`src/rtl/conv_pkg.sv`:
```
// ---------------------------------------------------------------------------
// conv_pkg
// Shared definitions for the KxK convolution MAC engine:
//   - state_t    : engine FSM encoding (IDLE=0, RUN=1)
//   - clog2      : ceiling log2 helper usable in constant expressions
//   - conv_acc_w : accumulator width, 2*DATA_W + clog2(K*K)
//   - CONV_TAP   : macro that slices tap t out of a flat DATA_W-packed bus
// ---------------------------------------------------------------------------
`ifndef CONV_PKG_SV
`define CONV_PKG_SV

`define CONV_TAP(flat, t, w) flat[(t)*(w) +: (w)]

package conv_pkg;

    typedef enum logic {
        IDLE = 1'b0,
        RUN  = 1'b1
    } state_t;

    function automatic int clog2(input int value);
        int r;
        r = 0;
        while ((1 << r) < value) begin
            r = r + 1;
        end
        return r;
    endfunction

    // Sum of K*K full-width products never exceeds this width.
    function automatic int conv_acc_w(input int data_w, input int k);
        return 2 * data_w + clog2(k * k);
    endfunction

endpackage

`endif

```
`src/rtl/conv_mac_lane.sv`:
```
// ---------------------------------------------------------------------------
// conv_mac_lane
// One DATA_W x DATA_W multiplier whose 2*DATA_W product is extended to ACC_W
// (sign-extended when SIGNED != 0, zero-extended otherwise).
// Ports:
//   a, b  in   DATA_W  operands
//   p     out  ACC_W   extended product
// ---------------------------------------------------------------------------
module conv_mac_lane #(
    parameter int DATA_W = 8,
    parameter int ACC_W  = 20,
    parameter int SIGNED = 0
) (
    input  logic [DATA_W-1:0] a,
    input  logic [DATA_W-1:0] b,
    output logic [ACC_W-1:0]  p
);
    localparam int PROD_W = 2 * DATA_W;
    localparam int EXT_W  = ACC_W - PROD_W;

    logic [PROD_W-1:0] a_ext;
    logic [PROD_W-1:0] b_ext;
    logic [PROD_W-1:0] prod;

    // Extending both operands to the product width first makes the low
    // PROD_W bits of an unsigned multiply equal the two's-complement product.
    generate
        if (SIGNED != 0) begin : g_signed
            assign a_ext = {{DATA_W{a[DATA_W-1]}}, a};
            assign b_ext = {{DATA_W{b[DATA_W-1]}}, b};
            assign prod  = a_ext * b_ext;
            assign p     = {{EXT_W{prod[PROD_W-1]}}, prod};
        end else begin : g_unsigned
            assign a_ext = {{DATA_W{1'b0}}, a};
            assign b_ext = {{DATA_W{1'b0}}, b};
            assign prod  = a_ext * b_ext;
            assign p     = {{EXT_W{1'b0}}, prod};
        end
    endgenerate

endmodule

```
`src/rtl/conv_kxk_mac_engine.sv`:
```
// ---------------------------------------------------------------------------
// conv_kxk_mac_engine
// Time-multiplexed KxK 2-D convolution (MODE=0, kernel flipped in both axes)
// or correlation (MODE=1). LANES products are accumulated per cycle, so an
// operation takes N = ceil(K*K/LANES) cycles from accept to result.
//
// Optional feature macro: CONV_BIAS_EN (adds the bias port, which seeds the
// accumulator at the accept edge).
//
// Handshake: start is sampled only in IDLE; the accept edge captures x_flat,
// k_flat (and bias). busy is high from the accept edge to the result edge,
// done pulses for one cycle after the result edge, and result holds until
// the next result edge. start high during the done cycle is accepted.
//
// Ports:
//   clk      in   1            rising-edge clock
//   reset_n  in   1            asynchronous active-low reset
//   start    in   1            operation request
//   x_flat   in   K*K*DATA_W   window, x[i][j] at tap i*K+j
//   k_flat   in   K*K*DATA_W   kernel, same packing
//   bias     in   ACC_W        accumulator seed (CONV_BIAS_EN only)
//   busy     out  1            operation in progress
//   done     out  1            one-cycle result-valid pulse
//   result   out  ACC_W        last completed sum
// ---------------------------------------------------------------------------
module conv_kxk_mac_engine
    import conv_pkg::*;
#(
    parameter int DATA_W = 8,
    parameter int K      = 3,
    parameter int LANES  = 1,
    parameter int SIGNED = 0,
    parameter int MODE   = 0,
    localparam int ACC_W = conv_acc_w(DATA_W, K)
) (
    input  logic                    clk,
    input  logic                    reset_n,
    input  logic                    start,
    input  logic [K*K*DATA_W-1:0]   x_flat,
    input  logic [K*K*DATA_W-1:0]   k_flat,
`ifdef CONV_BIAS_EN
    input  logic [ACC_W-1:0]        bias,
`endif
    output logic                    busy,
    output logic                    done,
    output logic [ACC_W-1:0]        result
);
    localparam int TAPS  = K * K;
    // tap + lane index stays below 2*TAPS; one spare bit keeps the
    // flip subtraction from aliasing.
    localparam int TAP_W = clog2(2 * TAPS) + 1;
    localparam int SEL_W = clog2(TAPS);
    localparam logic [TAP_W-1:0] TAPS_V  = TAP_W'(TAPS);
    localparam logic [TAP_W-1:0] LANES_V = TAP_W'(LANES);

    state_t             state;
    state_t             state_next;
    logic [DATA_W-1:0]  x_arr [TAPS];
    logic [DATA_W-1:0]  k_arr [TAPS];
    logic [TAP_W-1:0]   tap;
    logic [ACC_W-1:0]   acc;
    logic [ACC_W-1:0]   acc_seed;
    logic [ACC_W-1:0]   lane_p [LANES];
    logic [ACC_W-1:0]   lane_sum;
    logic               accept;
    logic               last;

    assign accept = (state == IDLE) && start;
    assign last   = (state == RUN) && ((tap + LANES_V) >= TAPS_V);
    assign busy   = (state == RUN);

`ifdef CONV_BIAS_EN
    assign acc_seed = bias;
`else
    assign acc_seed = '0;
`endif

    // ---------------- FSM ----------------
    always_ff @(posedge clk or negedge reset_n) begin
        if (!reset_n) begin
            state <= IDLE;
        end else begin
            state <= state_next;
        end
    end

    always_comb begin
        state_next = state;
        case (state)
            IDLE:    if (start) state_next = RUN;
            RUN:     if (last)  state_next = IDLE;
            default: state_next = IDLE;
        endcase
    end

    // ---------------- operand capture ----------------
    always_ff @(posedge clk or negedge reset_n) begin
        if (!reset_n) begin
            for (int t = 0; t < TAPS; t++) begin
                x_arr[t] <= '0;
                k_arr[t] <= '0;
            end
        end else if (accept) begin
            for (int t = 0; t < TAPS; t++) begin
                x_arr[t] <= `CONV_TAP(x_flat, t, DATA_W);
                k_arr[t] <= `CONV_TAP(k_flat, t, DATA_W);
            end
        end
    end

    // ---------------- lanes ----------------
    // Lanes past the last tap are fed zero operands so they add nothing.
    for (genvar l = 0; l < LANES; l++) begin : g_lane
        logic [TAP_W-1:0]  idx;
        logic              valid;
        logic [SEL_W-1:0]  x_sel;
        logic [SEL_W-1:0]  k_sel;
        logic [DATA_W-1:0] a;
        logic [DATA_W-1:0] b;

        assign idx   = tap + TAP_W'(l);
        assign valid = (idx < TAPS_V);
        assign x_sel = valid ? idx[SEL_W-1:0] : '0;

        if (MODE != 0) begin : g_corr
            assign k_sel = x_sel;
        end else begin : g_conv
            // Flipping both axes of a row-major KxK index is t -> K*K-1-t.
            logic [TAP_W-1:0] flip;
            assign flip  = TAPS_V - TAP_W'(1) - idx;
            assign k_sel = valid ? flip[SEL_W-1:0] : '0;
        end

        assign a = valid ? x_arr[x_sel] : '0;
        assign b = valid ? k_arr[k_sel] : '0;

        conv_mac_lane #(
            .DATA_W (DATA_W),
            .ACC_W  (ACC_W),
            .SIGNED (SIGNED)
        ) u_lane (
            .a (a),
            .b (b),
            .p (lane_p[l])
        );
    end

    always_comb begin
        lane_sum = '0;
        for (int l = 0; l < LANES; l++) begin
            lane_sum = lane_sum + lane_p[l];
        end
    end

    // ---------------- accumulator / result ----------------
    always_ff @(posedge clk or negedge reset_n) begin
        if (!reset_n) begin
            acc    <= '0;
            tap    <= '0;
            result <= '0;
            done   <= 1'b0;
        end else begin
            done <= 1'b0;
            if (accept) begin
                acc <= acc_seed;
                tap <= '0;
            end else if (state == RUN) begin
                if (last) begin
                    result <= acc + lane_sum;
                    done   <= 1'b1;
                    acc    <= '0;
                    tap    <= '0;
                end else begin
                    acc <= acc + lane_sum;
                    tap <= tap + LANES_V;
                end
            end
        end
    end

endmodule

```
`config.mk`:
```
export PLATFORM = sky130hd
export DESIGN_NAME = conv_kxk_mac_engine
export DESIGN_NICKNAME = d
export VERILOG_FILES = /design/src/rtl/conv_pkg.sv /design/src/rtl/conv_mac_lane.sv /design/src/rtl/conv_kxk_mac_engine.sv
export SDC_FILE = /design/constraint.sdc
export NUM_CORES = 1
export LEC_CHECK = 0
export ABC_AREA = 1
export BUFFER_PORTS_ARGS = -buffer_cell sky130_fd_sc_hd__buf_2
export CAP_MARGIN = 10
export CORE_UTILIZATION = 50
export CTS_BUF_LIST = sky130_fd_sc_hd__clkbuf_8
export DETAILED_ROUTE_END_ITERATION = 7
export MAX_ROUTING_LAYER = met4
export PLACE_DENSITY = 0.69
export RECOVER_POWER = 100
export SYNTH_ARGS = -nofsm -noshare
export SYNTH_HDL_FRONTEND = slang
export SYNTH_SLANG_ARGS = --single-unit
```
`constraint.sdc`:
```
create_clock -name clk -period 11.5 [get_ports clk]
set_input_delay 1.15 -clock clk [delete_from_list [all_inputs] [get_ports clk]]
set_output_delay 1.15 -clock clk [all_outputs]
set_load 0.03 [all_outputs]
```
Yosys cells after proc, flatten, opt, wreduce, memory -nomap -nowiden. Index checks and enable logic that the tools add are counted.

Register bits after elaboration: 192. Bits of input ports: 147. Output and inout port bits: 22. Word-level logic and storage cells: 61.

Add/subtract/negate cells: 3. $mul: 1. Order comparisons: 4. Muxes and demuxes: 22. Bitwise logic cells: 4. Reductions and logical operators: 4.

Operators by type and width (number): $bmux W8 S4 (2); $mux W20 (3); $mux W8 (6); $add A20 B16 Y20 (1); $mux W6 (3); $mul A8 B8 Y16 (1); $ge A5 B5 Y1 const B (2); $not A4 Y5 (2); $mux W4 (2); $add A6 B1 Y6 const B (1); $ge A6 B4 Y1 const B (1); $lt A6 B4 Y1 const B (1); $mux W1 (5); $sub A4 B4 Y4 const A (1); $reduce_and A3 Y1 (1); $logic_and A1 B1 Y1 (2); $not A1 Y1 (2); $pmux W1 S2 (1); $reduce_bool A2 Y1 (1).

Depth between registers and ports, before layout.
Depth in word-level cells: 12. Depth in mapped cells: 34. Mapped depth without buffers: 31.

Modules after synthesis. From an unflattened synthesis, not the netlist that was laid out.

Cell total of the unflattened synthesis: 1512. Area total of the unflattened synthesis: 12543.3 sq um.

By module, submodules not included: conv_kxk_mac_engine (times used 1, cells each 1129, area an instance 10097.2 sq um, sequential area each 4804.6 sq um); conv_mac_lane (times used 1, cells each 383, area an instance 2446.1 sq um, sequential area each 0.0 sq um).

Worst setup path before layout. OpenSTA, ideal clock, no wires.

Kind: register to register. Start: register tap[0]. End: register result[13]. Setup time: 0.117 ns. Arrival: 5.424 ns. Data required time: 11.383 ns. Setup slack: 5.959 ns. Stages on the path, launching flop included: 33. Path buffers: 4. Period minus slack after synthesis: 5.541 ns. Cell sequence: dfrtp_1 buf_2 buf_2 inv_1 ha_1 nand2_4 nand2_4 nand3_4 buf_6 buf_2 nand2_1 nand3_1 nand3_1 nand3_1 nand2_2 inv_2 nand2_1 fa_1 inv_1 fa_1 inv_1 fa_1 fa_1 inv_1 ha_1 a21oi_1 o21ai_0 a21oi_1 nor2_1 o21ai_0 nand2_1 nand2_1 nand2_1.

Word-level cells in the longest chain between the ends: 9. Elaborated cells between the ends (all ways): 20. Those cells by class: 3 x add/sub; 1 x mul; 2 x order compare; 10 x mux; 2 x bitwise; 2 x reduce/logical.

RTL lines: start, declared (RTL line conv_kxk_mac_engine.sv:60) `logic [TAP_W-1:0] tap;`; start signal, assigned (RTL line conv_kxk_mac_engine.sv:175) `tap <= tap + LANES_V;`; $lt A6 B4 Y1 / $sub A4 B4 Y4 (equally long branches) (RTL line conv_kxk_mac_engine.sv:122, conv_kxk_mac_engine.sv:130); $mux W4, on equally long branches (RTL line conv_kxk_mac_engine.sv:123, conv_kxk_mac_engine.sv:131); $not A4 Y5, on equally long branches (RTL line conv_kxk_mac_engine.sv:134, conv_kxk_mac_engine.sv:135); $bmux W8 S4, on equally long branches (RTL line conv_kxk_mac_engine.sv:134, conv_kxk_mac_engine.sv:135); $mux W8, on equally long branches (3 in a row) (RTL line conv_kxk_mac_engine.sv:134, conv_kxk_mac_engine.sv:135); $mul A8 B8 Y16 (RTL line conv_mac_lane.sv:36) `assign prod = a_ext * b_ext;`; $add A20 B16 Y20 (RTL line conv_kxk_mac_engine.sv:169) `result <= acc + lane_sum;`; end signal, assigned (RTL line conv_kxk_mac_engine.sv:169); end, declared (RTL line conv_kxk_mac_engine.sv:46) `output logic [ACC_W-1:0] result`.

Parallel ways exist; a longest one is shown, timed or not. The select of a mux whose other input is x is not followed. A chain may end at the register's enable or synchronous reset.

Worst setup path in the final report.
Start: register tap[0]. End: register acc[13].

Word-level cells in the longest chain between the ends: 12. Elaborated cells between the ends (all ways): 22. Those cells by class: 3 x add/sub; 1 x mul; 2 x order compare; 13 x mux; 2 x bitwise; 1 x reduce/logical.

RTL lines: $lt A6 B4 Y1 / $sub A4 B4 Y4 (equally long branches) (RTL line conv_kxk_mac_engine.sv:122, conv_kxk_mac_engine.sv:130); $mux W4, on equally long branches (RTL line conv_kxk_mac_engine.sv:123, conv_kxk_mac_engine.sv:131); $not A4 Y5, on equally long branches (RTL line conv_kxk_mac_engine.sv:134, conv_kxk_mac_engine.sv:135); $bmux W8 S4, on equally long branches (RTL line conv_kxk_mac_engine.sv:134, conv_kxk_mac_engine.sv:135); $mux W8, on equally long branches (3 in a row) (RTL line conv_kxk_mac_engine.sv:134, conv_kxk_mac_engine.sv:135); $mul A8 B8 Y16 (RTL line conv_mac_lane.sv:36); $add A20 B16 Y20 (RTL line conv_kxk_mac_engine.sv:174) `acc <= acc + lane_sum;`; $mux W20 (*) (RTL line conv_kxk_mac_engine.sv:168) `if (last) begin`; $mux W20 (*) (RTL line conv_kxk_mac_engine.sv:167) `end else if (state == RUN) begin`; $mux W20 (*) (RTL line conv_kxk_mac_engine.sv:164) `if (accept) begin`; end signal, assigned (RTL line conv_kxk_mac_engine.sv:165) `acc <= acc_seed;`; end signal, assigned (RTL line conv_kxk_mac_engine.sv:174); end, declared (RTL line conv_kxk_mac_engine.sv:61) `logic [ACC_W-1:0] acc;`.

Mark *: on every way between the ends. The rest lies on a longest branch, timed or not. The select of a mux whose other input is x is not followed.

==> impl_metrics.toml <==
[status]
status = "complete, but fails checks"
violations = "max-capacitance violations, max-slew violations"

[critical_path]
cp-end-kind = "flip-flop"
path_class = "reg -> reg"
startpoint = "tap[0]$_DFFE_PN0P_"
critPathRequiredTime_ns = 11.87
crit_family = "adder cells"
critPathMaxStageDelay_ns = 1.59
reg2reg_from = "tap[0]$_DFFE_PN0P_"
startpoint_type = "flip-flop"
path_common_cell = "nand2_1"
worst-path-buf-inv = 4
cp.arrival_ns = 9.39
crit_slowest_cell = "dfrtp_1"
critPathMaxFanout = 68

[routing]
wl_per_cell_um = 16.8
dr.pass1.iters = 6
postRouteAntennaNets = 0
first_iter_violations = 805
drt_wl_total_um = 28700
drc = 0
vias = 9081
vias_per_cell = 5.32

[clock_tree]
htree_levels = 4
cts-resized-gates = 0
hold_buffers = 0
cts_inserted_buffers = 17
cts_tree = "yes"
postCtsSetupBuffers = 0
cts_buffer_depth = 2
root_buffer = "clkbuf_8"
clock_latency_ns = 0.48
numClockSinks = 192
clk_pin_slew_ns = 0.10

[synth]
synth_top_area_cell = "dfrtp_1"
postSynthCellCount = 1237
ys_seq_elements = 192
yosysWarnings = 0
synthAdderAreaFrac = 0.133
syn_area_per_cell_um2 = 9.43
yosysTopAreaCellShare = 0.412
synth_xor_area_frac = 0.0105
ys_seq_area_frac = 0.412
synth_area_leaders = "dfrtp_1 41%, mux2_2 14%, nand2_1 8.7%"
synth-edff-count = 0
ys_async_sr_fraction = 1.00
yosys.area_share.simple = 0.194
yosysMostFrequentCell = "nand2_1"
synth_fp_nets = 1478
synth_common_cells = "269 x nand2_1, 192 x dfrtp_1, 145 x inv_1"
synth_compound_area_frac = 0.0401
syn-cell-area_um2 = 11700
muxShareOfSynthArea = 0.138
synth_top_family_by_area = "simple AND/OR/NAND/NOR gates"
ys.flop_type = "dfrtp_1"
ys_types = 40

[placement]
place_area_um2 = 12700
gp_congestion = 0.889
hpwl_um = 21900
placed_cells = 1673
io_buffers = 168

[min_path]
hp-class = "reg -> reg"
min-delay-start = "result[17]$_DFFE_PN0P_"

[floorplan]
start_util = 0.512
core_um2 = 22800
die_h_um = 155
fp.dieW_um = 155
io-pin-count = 169
die_area_um2 = 23900
rows = 55

[timing]
final-hold-violation-count = 0
tightest_slew_ns = 5.16
fmax_mhz = 111
slew_headroom = -2.44
rsz0062_at_grt = "false"
clock_skew_ns = 0.0159
period_minus_slack_ns = 9.02
finalSetupViolations = 0
slew_violations = 400
period_share = 0.784
setup_tns_ns = 0

[global_routing]
grt_pass1_wl_um = 47100
grt_pass1_vias = 9106
globalRoute.totalOverflow = 0
grt_use_total = 0.262
antenna_found_initial = 2
grt_max_degree = 98

[final_layout]
finalNetCount = 1620
utilization = 0.572
final_cell_area_um2 = 13000
n_fill_cell = 2045
syn_to_final_growth_pct = 11.8
layout-drive-gt1-share = 0.250
final_cells = 1707

[flow_run]
max-cap-violations = 6
==> logic make-up after synthesis <==
family	Yosys count
xor+xnor	14
mux	143
fa+ha+maj	94
simple gates	513
flops	192
compound gates	78
buf+inv	203
==> final cells by class <==
cell class                 instances  area [um2]  area share
multi-input combinational        842        6000       0.461
tap                              313         392      0.0300
clock inverter                    14         175      0.0134
inverter                         153         577      0.0442
antenna                            2        5.00    0.000384
clock buffer                      18         248      0.0190
timing repair buffer             173         833      0.0639
sequential                       192        4800       0.368
==> cells in the final DEF, fill, tap and decap left out, types with 2 or more instances in the layout <==
master | Yosys | routed
nand2_1 | 269 | 271
dfrtp_1 | 192 | 192
inv_1 | 145 | 148
buf_2 | 32 | 144
mux2_2 | 143 | 143
nand3_1 | 120 | 120
nor2_1 | 72 | 73
fa_1 | 50 | 50
ha_1 | 44 | 44
o21ai_0 | 28 | 28
clkbuf_1 | 12 | 28
nand4_1 | 24 | 24
a21oi_1 | 18 | 18
clkbuf_8 | 0 | 18
xor2_1 | 12 | 12
o22ai_1 | 9 | 9
nand2_2 | 9 | 8
o211ai_1 | 7 | 7
inv_2 | 7 | 6
o21ai_1 | 6 | 6
nand3b_1 | 5 | 5
inv_8 | 0 | 5
o21bai_1 | 2 | 3
diode_2 | 0 | 2
nand2_4 | 3 | 2
a21oi_4 | 2 | 2
nor2_2 | 3 | 2
nor2_4 | 2 | 2
a21o_1 | 2 | 2
xnor2_1 | 2 | 2
bufinv_16 | 0 | 2
clkinv_4 | 0 | 2
inv_6 | 0 | 2
==> registers in the layout, summed over array words and instances (netlist names) <==
name and count:
k_arr 72, busy 1, result 20, tap 6
done 1, acc 20, x_arr 72
==> worst reg2reg max path: cells and delay by family (launching register included) <==
family / cells / cell delay, ns
adder cells (fa/ha/maj): 6 / 2.71
buffers and inverters: 4 / 1.01
AO/OA/AOI/OAI: 5 / 1.29
AND/OR/NAND/NOR: 12 / 2.31
flip-flops: 1 / 1.59
==> routing by layer <==
metal  up-vias  share of wire  global-route usage
met5         -              0                   -
met4         0          0.024              0.0783
met3        48          0.053              0.0403
met2       321           0.45               0.397
met1      4417           0.47               0.364
li1       4295              -                   -
==> stage by stage <==
stage	hold slack (ns)	worst slack (ns)
after detailed placement	0.460	4.15
final	0.485	2.48
after global routing	0.515	1.82
after CTS	0.487	4.12
after global placement	0.458	4.31
after floorplan	0.449	5.96
==> worst paths after layout <==
path	to	slack, ns	cells after the start
setup reg to reg	acc[13]$_DFFE_PN0P_	2.48	27
max in group asynchronous	k_arr[6]$_DFFE_PN0P_	4.76	2
setup / recovery	acc[13]$_DFFE_PN0P_	2.48	27
min in group asynchronous	x_arr[8]$_DFFE_PN0P_	2.52	1
hold reg to reg	result[17]$_DFFE_PN0P_	0.48	2
hold / removal	result[17]$_DFFE_PN0P_	0.48	2
Power is left out: the tool's default activity adds up to more than one toggle a clock period on the data nets, which glitch-free logic cannot reach.
